## config.mk

```make
export PLATFORM = sky130hd
export DESIGN_NAME = mem_port_arbiter
export DESIGN_NICKNAME = d
export VERILOG_FILES = /design/src/rtl/mem_port_arbiter_pkg.sv /design/src/rtl/arb_result_hold.sv /design/src/rtl/mem_port_arbiter.sv
export SDC_FILE = /design/constraint.sdc
export NUM_CORES = 1
export LEC_CHECK = 0
export BUFFER_PORTS_ARGS = -buffer_cell sky130_fd_sc_hd__clkbuf_2
export CORE_MARGIN = 8
export CORE_UTILIZATION = 49
export DETAILED_ROUTE_END_ITERATION = 8
export PLACE_DENSITY = 0.95
export REMOVE_ABC_BUFFERS = 1
export SLEW_MARGIN = 40
export SYNTH_ARGS = -nofsm -noshare
export SYNTH_HDL_FRONTEND = slang
export SYNTH_SLANG_ARGS = --single-unit
```

## constraint.sdc

```tcl
create_clock -name clk -period 3.6 [get_ports clk]
set_input_delay 0.18 -clock clk [delete_from_list [all_inputs] [get_ports clk]]
set_output_delay 0.18 -clock clk [all_outputs]
set_load 0.05 [all_outputs]
```

## src/rtl/mem_port_arbiter_pkg.sv

```systemverilog
// Shared encodings for the memory port arbiter: FSM states, transaction
// owner, bus size codes, the latched bus command and small helpers.
package mem_port_arbiter_pkg;

  typedef enum logic [1:0] {
    ST_IDLE = 2'd0,
    ST_ADDR = 2'd1,
    ST_WAIT = 2'd2
  } arb_state_e;

  typedef enum logic {
    OWN_INST = 1'b0,
    OWN_DATA = 1'b1
  } arb_owner_e;

  localparam logic [1:0] SIZE_BYTE = 2'd0;
  localparam logic [1:0] SIZE_HALF = 2'd1;
  localparam logic [1:0] SIZE_WORD = 2'd2;

  // Command presented on the bus while in ADDR; latched at grant time so the
  // requester may change its inputs while the transaction is in flight.
  typedef struct packed {
    logic        wr;
    logic [1:0]  size;
    logic [31:0] addr;
    logic [31:0] wdata;
  } bus_cmd_t;

  // The reserved size code 3 is issued as a full word.
  function automatic logic [1:0] norm_size(input logic [1:0] size);
    logic [1:0] res;
    case (size)
      SIZE_BYTE: res = SIZE_BYTE;
      SIZE_HALF: res = SIZE_HALF;
      default:   res = SIZE_WORD;
    endcase
    return res;
  endfunction

  // Chooses the owner of the next transaction. Only meaningful when at least
  // one requester is pending; prefer_inst breaks the tie when both are.
  function automatic arb_owner_e pick_owner(input logic inst_pend,
                                            input logic data_pend,
                                            input logic prefer_inst);
    arb_owner_e res;
    if (inst_pend && data_pend) begin
      res = prefer_inst ? OWN_INST : OWN_DATA;
    end else if (data_pend) begin
      res = OWN_DATA;
    end else begin
      res = OWN_INST;
    end
    return res;
  endfunction

endpackage

```

## src/rtl/arb_result_hold.sv

```systemverilog
// Holds one requester's returned word and its done-flag until the stalled
// pipeline advances. Set wins over clear so a word that lands while the
// pipeline is moving is still seen for one full cycle.
module arb_result_hold (
  input  logic        clk,
  input  logic        rst,
  input  logic        i_set,
  input  logic        i_load,
  input  logic        i_clr,
  input  logic        i_flush,
  input  logic [31:0] i_wdata,
  output logic        o_done,
  output logic [31:0] o_rdata
);

  logic        r_done;
  logic [31:0] r_rdata;

  // Done-flag: set on a completed transaction, cleared on advance or flush.
  always_ff @(posedge clk) begin
    if (rst) begin
      r_done <= 1'b0;
    end else if (i_set) begin
      r_done <= 1'b1;
    end else if (i_clr || i_flush) begin
      r_done <= 1'b0;
    end
  end

  // Result word: only reads capture; stores leave the previous word in place.
  always_ff @(posedge clk) begin
    if (rst) begin
      r_rdata <= 32'd0;
    end else if (i_load) begin
      r_rdata <= i_wdata;
    end
  end

  assign o_done  = r_done;
  assign o_rdata = r_rdata;

endmodule

```

## src/rtl/mem_port_arbiter.sv

```systemverilog
// Shares the single SRAM-like memory port between instruction fetch and the
// data stage, one outstanding transaction at a time, and raises the stall
// requests that hold each stage until its word has come back.
//
// Optional build macro: MEM_ARB_ROUND_ROBIN_EN
//   defined     - alternate grants when both requesters are pending
//   not defined - fixed priority, the data requester always wins
//
// state | meaning
// IDLE  | no transaction; grant the next pending requester unless flushing
// ADDR  | bus_req high with latched fields, waiting for bus_addr_ok
// WAIT  | address accepted, waiting for bus_data_ok
module mem_port_arbiter
  import mem_port_arbiter_pkg::*;
(
  input  logic        clk,
  input  logic        rst,
  input  logic        inst_req,
  input  logic [31:0] inst_addr,
  output logic [31:0] inst_rdata,
  input  logic        data_req,
  input  logic        data_wr,
  input  logic [1:0]  data_size,
  input  logic [31:0] data_addr,
  input  logic [31:0] data_wdata,
  output logic [31:0] data_rdata,
  input  logic        cpu_stall,
  input  logic        flush,
  output logic        stallreq_from_if,
  output logic        stallreq_from_mem,
  output logic        bus_req,
  output logic        bus_wr,
  output logic [1:0]  bus_size,
  output logic [31:0] bus_addr,
  output logic [31:0] bus_wdata,
  input  logic        bus_addr_ok,
  input  logic        bus_data_ok,
  input  logic [31:0] bus_rdata
);

  arb_state_e r_state;
  arb_state_e w_state_nxt;
  arb_owner_e r_owner;
  arb_owner_e w_owner_nxt;
  logic       r_kill;
  logic       w_kill_nxt;
  bus_cmd_t   r_cmd;
  bus_cmd_t   w_cmd_nxt;

  logic w_inst_done;
  logic w_data_done;
  logic w_inst_pend;
  logic w_data_pend;
  logic w_prefer_inst;
  logic w_data_ok_live;
  logic w_discard;
  logic w_inst_set;
  logic w_data_set;
  logic w_data_load;
  logic w_advance;

  assign w_inst_pend = inst_req & ~w_inst_done;
  assign w_data_pend = data_req & ~w_data_done;

  assign stallreq_from_if  = w_inst_pend;
  assign stallreq_from_mem = w_data_pend;

`ifdef MEM_ARB_ROUND_ROBIN_EN
  arb_owner_e r_last_grant;

  // Remember who was granted last so a tie goes to the other requester.
  always_ff @(posedge clk) begin
    if (rst) begin
      r_last_grant <= OWN_INST;
    end else if (r_state == ST_IDLE && w_state_nxt == ST_ADDR) begin
      r_last_grant <= w_owner_nxt;
    end
  end

  assign w_prefer_inst = (r_last_grant == OWN_DATA);
`else
  assign w_prefer_inst = 1'b0;
`endif

  // A flush in the same cycle as the returning data discards it as well, so
  // a killed word can never reach a result register.
  assign w_data_ok_live = (r_state == ST_WAIT) & bus_data_ok;
  assign w_discard      = r_kill | flush;
  assign w_inst_set     = w_data_ok_live & ~w_discard & (r_owner == OWN_INST);
  assign w_data_set     = w_data_ok_live & ~w_discard & (r_owner == OWN_DATA);
  assign w_data_load    = w_data_set & ~r_cmd.wr;
  assign w_advance      = ~cpu_stall;

  // State, owner, kill and latched command registers.
  always_ff @(posedge clk) begin
    if (rst) begin
      r_state <= ST_IDLE;
      r_owner <= OWN_INST;
      r_kill  <= 1'b0;
      r_cmd   <= '0;
    end else begin
      r_state <= w_state_nxt;
      r_owner <= w_owner_nxt;
      r_kill  <= w_kill_nxt;
      r_cmd   <= w_cmd_nxt;
    end
  end

  // Next-state, grant selection and bus request.
  always_comb begin
    w_state_nxt = r_state;
    w_owner_nxt = r_owner;
    w_kill_nxt  = r_kill;
    w_cmd_nxt   = r_cmd;
    bus_req     = 1'b0;
    case (r_state)
      ST_IDLE: begin
        if (!flush && (w_inst_pend || w_data_pend)) begin
          w_owner_nxt = pick_owner(w_inst_pend, w_data_pend, w_prefer_inst);
          w_state_nxt = ST_ADDR;
          if (w_owner_nxt == OWN_DATA) begin
            w_cmd_nxt.wr    = data_wr;
            w_cmd_nxt.size  = norm_size(data_size);
            w_cmd_nxt.addr  = data_addr;
            w_cmd_nxt.wdata = data_wdata;
          end else begin
            w_cmd_nxt.wr    = 1'b0;
            w_cmd_nxt.size  = SIZE_WORD;
            w_cmd_nxt.addr  = inst_addr;
            w_cmd_nxt.wdata = 32'd0;
          end
        end
      end
      ST_ADDR: begin
        bus_req = 1'b1;
        if (flush) begin
          w_kill_nxt = 1'b1;
        end
        if (bus_addr_ok) begin
          w_state_nxt = ST_WAIT;
        end
      end
      ST_WAIT: begin
        // The transaction is always drained; kill only suppresses the result.
        if (bus_data_ok) begin
          w_state_nxt = ST_IDLE;
          w_kill_nxt  = 1'b0;
        end else if (flush) begin
          w_kill_nxt = 1'b1;
        end
      end
      default: begin
        w_state_nxt = ST_IDLE;
      end
    endcase
  end

  assign bus_wr    = r_cmd.wr;
  assign bus_size  = r_cmd.size;
  assign bus_addr  = r_cmd.addr;
  assign bus_wdata = r_cmd.wdata;

  arb_result_hold u_inst_hold (
    .clk     (clk),
    .rst     (rst),
    .i_set   (w_inst_set),
    .i_load  (w_inst_set),
    .i_clr   (w_advance),
    .i_flush (flush),
    .i_wdata (bus_rdata),
    .o_done  (w_inst_done),
    .o_rdata (inst_rdata)
  );

  arb_result_hold u_data_hold (
    .clk     (clk),
    .rst     (rst),
    .i_set   (w_data_set),
    .i_load  (w_data_load),
    .i_clr   (w_advance),
    .i_flush (flush),
    .i_wdata (bus_rdata),
    .o_done  (w_data_done),
    .o_rdata (data_rdata)
  );

endmodule

```

* After elaboration in Yosys (flattened, before gate mapping)
Cells that the tools add are included.
Operators by class: bitwise logic cells 14, reductions and logical operators 12, equal/unequal tests 6, muxes and demuxes 17
Operator list (count):
- $mux W67 | 1
- $mux W1 | 10
- $and A1 B1 Y1 | 7
- $mux W2 | 3
- $ne A2 B2 Y1 const B | 3
- $not A1 Y1 | 6
- $pmux W2 S3 | 1
- $reduce_bool A2 Y1 | 3
- $eq A2 B1 Y1 const B | 2
- $logic_not A2 Y1 | 2
- $pmux W2 S2 | 1
- $reduce_and A3 Y1 | 1
- $eq A2 B2 Y1 const B | 1
- $logic_and A1 B1 Y1 | 2
- $logic_or A1 B1 Y1 | 2
- $pmux W1 S2 | 1
- $reduce_and A2 Y1 | 1
- $logic_not A1 Y1 | 1
- $or A1 B1 Y1 | 1
Word-level totals: output and inout port bits 134, word-level logic and storage cells 60, register bits after elaboration 137, input port bits 139

* Logic depth before layout (Yosys ltp)
depth after elaboration 7, depth in mapped cells 9, mapped depth without buffers 6

* Hierarchy
From an unflattened synthesis, not the netlist that was laid out.
Unflattened totals: cells, all modules 588, area total of the unflattened synthesis 5413.9 um^2
Modules (own cells, without submodules):
- mem_port_arbiter | area an instance 2996.6 um^2, instances 1, cells each 372, sequential area each 1421.4 um^2
- arb_result_hold | area an instance 1208.7 um^2, instances 2, cells each 108, sequential area each 660.6 um^2

* Worst setup path after synthesis
OpenSTA, ideal clock, no wires.
kind flip-flop to flip-flop, start register u_inst_hold.r_done (netlist: u_inst_hold.o_done), end register r_cmd, in the netlist bus_addr[26], setup slack 1.920 ns, path buffers 2, cell stages (with the launch flop) 7, arrival 1.591 ns, cells stage by stage dfxtp_1 nor2b_2 o21a_4 buf_6 buf_12 nor2_2 a311oi_2
On the way: longest elaborated chain between the ends 7
RTL lines:
- start, declared | RTL line arb_result_hold.sv:16 | logic r_done;
- start signal, assigned | RTL line arb_result_hold.sv:22 | r_done <= 1'b0;
- start signal, assigned | RTL line arb_result_hold.sv:24 | r_done <= 1'b1;
- start signal, assigned | RTL line arb_result_hold.sv:26 | r_done <= 1'b0;
- $not A1 Y1 * | RTL line mem_port_arbiter.sv:62 | assign w_inst_pend = inst_req & ~w_inst_done;
- $and A1 B1 Y1 * | RTL line mem_port_arbiter.sv:62
- named net stallreq_from_if | RTL line mem_port_arbiter.sv:29 | output logic stallreq_from_if,
- $logic_and A1 B1 Y1 | RTL line mem_port_arbiter_pkg.sv:46 | if (inst_pend && data_pend) begin
- $mux W1 | RTL line mem_port_arbiter_pkg.sv:46
- $mux W1 | RTL line mem_port_arbiter.sv:118 | if (!flush && (w_inst_pend || w_data_pend)) begin
- $mux W1 | RTL line mem_port_arbiter.sv:116 | case (r_state)
- $mux W67 | RTL line mem_port_arbiter.sv:121 | if (w_owner_nxt == OWN_DATA) begin
- end signal, assigned | RTL line mem_port_arbiter.sv:105 | r_cmd <= w_cmd_nxt;
- end, declared | RTL line mem_port_arbiter.sv:47 | bus_cmd_t r_cmd;
Mark *: on every way through the listed nets, which the timed path passes. The rest lies on a longest branch. The select of a mux whose other input is x is not followed. A chain may end at the register's enable or synchronous reset.

* Final worst setup path
start register r_state[1], end register r_cmd, in the netlist bus_addr[22]
On the way: longest elaborated chain between the ends 2
RTL lines:
- start, declared | RTL line mem_port_arbiter.sv:41 | arb_state_e r_state;
- start signal, assigned | RTL line mem_port_arbiter.sv:102 | r_state <= w_state_nxt;
- $logic_not A2 Y1 | RTL line mem_port_arbiter.sv:116
- $reduce_and A2 Y1 (no line)
No other way between the ends.

==> summary.md <==
| Metric | Value |
|---|---|
| Int Power | 2.99 mW |
| Slowest CP cell | dlygate4sd3_1 |
| Leak Pwr | 3.85 nW |
| Total routed wirelength | 25.0 mm |
| Setup Viol. Count Final | 0 |
| Global-route met3 utilization | a little over a tenth |
| RSZ-0062 raised after global routing | no |
| Worst Path Arrival | 3540 ps |
| First-pass GRT wire length | between 30 and 40 mm |
| Net Sw Frac | about 30% |
| Final Cycle Share | 85.1% |
| # placed instances | approximately 1000 |
| WHS Endpoint | u_inst_hold.o_done$_SDFFE_PP0P_ |
| Power per cell area | between 400 and 500 nW/um2 |
| DP HPWL | approximately 13 mm |
| Crit start category | flop |
| Die ar. | roughly 15000 um2 |
| Vias in the first global route | ~6800 |
| Core Area | approximately 11000 um2 |
| Routed vias/inst | around 5.7 |
| DIE HEIGHT | 122 um |
| Post-Synthesis Cells | 657 |
| Fin. max-slew vios | 0 |
| Layout net count | about 1200 |
| Overflow after GRT | 0 |
| Reg area | 2740 um2 |
| Run status | finished clean |
| Total I/O pin count | around 270 |
| Finished Core Util | between 80% and 90% |
| #FFs+latches synth | roughly 140 |
| Num CTS Buffers | 17 |
| Min-Delay Path Depth | 4 |
| Final Hold Vio Count | 0 |
| H-Tree Depth | 4 |
| Achievable frequency | between 300 and 400 MHz |
| CP Cell Sequence | inv_1 > ha_1 > nor2b_2 > buf_4 > o21a_4 > buf_12 > nor2_1 > a311oi_2 > dlygate4sd3_1 |
| Asr flop ratio synth | 0% |
| Clock buffer depth | 2 |
| FF-to-FF setup slack | approximately 540 ps |
| # fillers | ~570 |
| Clock slew at reported path FFs | 70 ps |
| Multi-input logic area | 2400 um2 |
| Reg2reg start | r_state[1]$_SDFFE_PP0P_ |
| Finished Layout Cells | roughly 1200 |
| Die W | 122 um |
| Design area | between 8000 and 9000 um2 |
| Initial Utilization | about 50% |
| CP max FO | 45 |
| Worst skew pair latency | about 520 ps |
| Synth cell types | 33 |
| Sequential group share of total power | a little under two fifths |
| Clock root buffer | clkbuf_8 |
| Overall Global Routing Usage | 31.8% |
| Largest net degree at the start of global routing | ~70 |
| Slowest stage delay, CP | between 600 and 700 ps |
| Sw Pwr | 1.31 mW |
| Worst hold path type | in2reg |
| Worst VDD drop | 0.319 mV |
| Reg2reg end | bus_addr[22]$_SDFFE_PP0P_ |
| Post-synth EDFFs | 0 |
| Max Cap Viol | 0 |
| Sequential area share after synthesis | between 40% and 50% |
| Least-Margin Pin Slew | about 740 ps |
| Layout cells sized above 1 | around a third |
| DR iter-0 viols | about 810 |
| FF-to-FF path depth | 9 |
| TritonCTS Sinks | around 140 |
| Hold Slack | 42.2 ps |
| Max transition margin | about half |
| Initial antenna violation count | 2 |
| Routability-driven placement congestion ratio | between 0.7 and 0.8 |
| CP Class | reg2reg |
| Total number of vias | between 6000 and 7000 |
| Post-CTS Setup Repair Bufs | 0 |
| Skew final | around 16 ps |
| Critical Path RT | 4070 ps |
| Synth warnings | 0 |
| Number of port buffers | 272 |
| DRC | 0 |
| Worst setup EP type | flop |
| Area post-placement | just under 7000 um2 |
| Top_reg_cell synth | dfxtp_1 |
| Setup TNS | 0 ps |
| Drt first pass iters | 6 |
| Routed Antenna Nets | 0 |
| Layout area overhead | 59.3% |
| Netlist Area Pre-Place | 5490 um2 |
| Row count | 38 |
| Fin crit period | around 3100 ps |
| Top delay family on crit path | buffers and inverters |
| Combinational share of power | roughly a fifth |
| CTS tree | built |
| GR Util met1 | between 30% and 40% |
| Clock power share | between 40% and 50% |
| GRT met2 Usage | a little over half |
| Synth Area per Inst | 8.36 um2 |
| Worst min-delay path startpoint | cpu_stall |
| Buf+Inv Stages, Crit Path | 4 |
| Mean routed wirelength per cell | ~21 um |
| GRT Max-Usage Layer | met2 |
==> sequential cells by signal, indices dropped and copies added, names as in the netlist <==
signal               cells
bus_addr                32
bus_wdata               32
u_data_hold.o_rdata     32
u_inst_hold.o_rdata     32
bus_size                 2
r_state                  2
bus_wr                   1
r_kill                   1
r_owner                  1
u_data_hold.o_done       1
u_inst_hold.o_done       1
==> worst max path at each step <==
stage                             from                         to  slack (ps)  depth (start not counted)
2_1_floorplan  r_state[0]$_SDFFE_PP0P_   bus_addr[0]$_SDFFE_PP0P_         510                          6
3_3_place_gp   r_state[0]$_SDFFE_PP0P_  bus_addr[18]$_SDFFE_PP0P_        1300                          7
3_5_place_dp   r_state[0]$_SDFFE_PP0P_  bus_addr[24]$_SDFFE_PP0P_        1160                          7
4_1_cts        r_state[0]$_SDFFE_PP0P_  bus_addr[24]$_SDFFE_PP0P_         630                          8
5_1_grt        r_state[0]$_SDFFE_PP0P_   bus_addr[1]$_SDFFE_PP0P_         400                          9
6_report       r_state[1]$_SDFFE_PP0P_  bus_addr[22]$_SDFFE_PP0P_         540                          9
==> worst register-to-register path, cell delays in order (launching register included) <==
cell,delay (ps)
dfxtp_1,320
inv_1,100
ha_1,210
nor2b_2,150
buf_4,360
o21a_4,450
buf_12,320
nor2_1,120
a311oi_2,380
dlygate4sd3_1,610
==> final cells by class <==
type	count	share of cell area [%]
multi-input combinational	459	27.4
tap	140	2.00
inverter	6	0.286
clock inverter	6	0.987
antenna	2	0.0572
sequential	137	31.4
clock buffer	26	5.69
timing repair buffer	415	32.2
==> placed cells by master (no fill, tap or decap), types with 2 or more instances in the layout <==
cell type and instances:
nand2_1 232, clkbuf_8 6, a311oi_2 32, ha_1 4
bufinv_16 2, clkbuf_1 4, a21oi_1 102, clkinv_2 2
clkbuf_16 16, nand3_1 34, nor2b_2 3, diode_2 2
clkbuf_2 271, buf_4 7, inv_1 5, buf_12 3
nand2b_1 2, dfxtp_1 137, nor2_2 6, dlygate4sd3_1 133
nor2_1 29
==> through the flow <==
stage	worst slack [ps]	power, mW
floorplan	507	2.12
global placement	1300	2.34
detailed placement	1160	2.37
CTS	632	4.21
global route	403	4.41
finish	535	4.30
==> Yosys cell counts, types with 2 or more instances <==
cell type | n | area share, %
nand2b_1 | 2 | 0.23
nand3_1 | 34 | 3.1
nor2_1 | 29 | 2.0
buf_6 | 8 | 1.6
clkbuf_1 | 18 | 1.2
inv_1 | 5 | 0.34
a311oi_2 | 32 | 8.7
a21oi_1 | 102 | 9.3
buf_1 | 4 | 0.27
dfxtp_1 | 137 | 50
nand2_1 | 232 | 16
buf_4 | 6 | 0.82
ha_1 | 4 | 0.91
nor2_2 | 6 | 0.68
buf_2 | 18 | 1.6
nor2b_1 | 3 | 0.34
==> logic make-up (layout without fill, tap and decap cells) <==
logic type	Yosys count	count (layout)	synth area share [%]
and+or+nand+nor	312	312	23.1
AOI/OAI and AO/OA	142	142	19.5
DFF	137	137	49.9
buffers and inverters	61	453	6.43
adders and majority gates	4	4	0.911
muxes	1	1	0.182
other	0	2	0
==> routing by layer <==
metal | vias to the layer above | part of all wire [%]
met5 | - | 0
met4 | 0 | 6.3
met3 | 130 | 12
met2 | 575 | 48
met1 | 3077 | 33
li1 | 2951 | -
==> timing repair <==
action | 4_1_cts | 5_1_grt
resized for setup | 0 | 0
setup endpoints to repair | 0 | 0
endpoints found under the hold margin | 132 | 0
hold buffers | 133 | 0
==> power groups by stage <==
stage	clock [mW]	sequential, mW	combinational (mW)
after global routing	1.81	1.65	0.956
after floorplan	0	1.89	0.233
after detailed placement	0	1.66	0.708
final	1.74	1.64	0.919
after global placement	0	1.66	0.683
after CTS	1.73	1.63	0.851
Note: power is estimated with default switching activity, not from simulation.
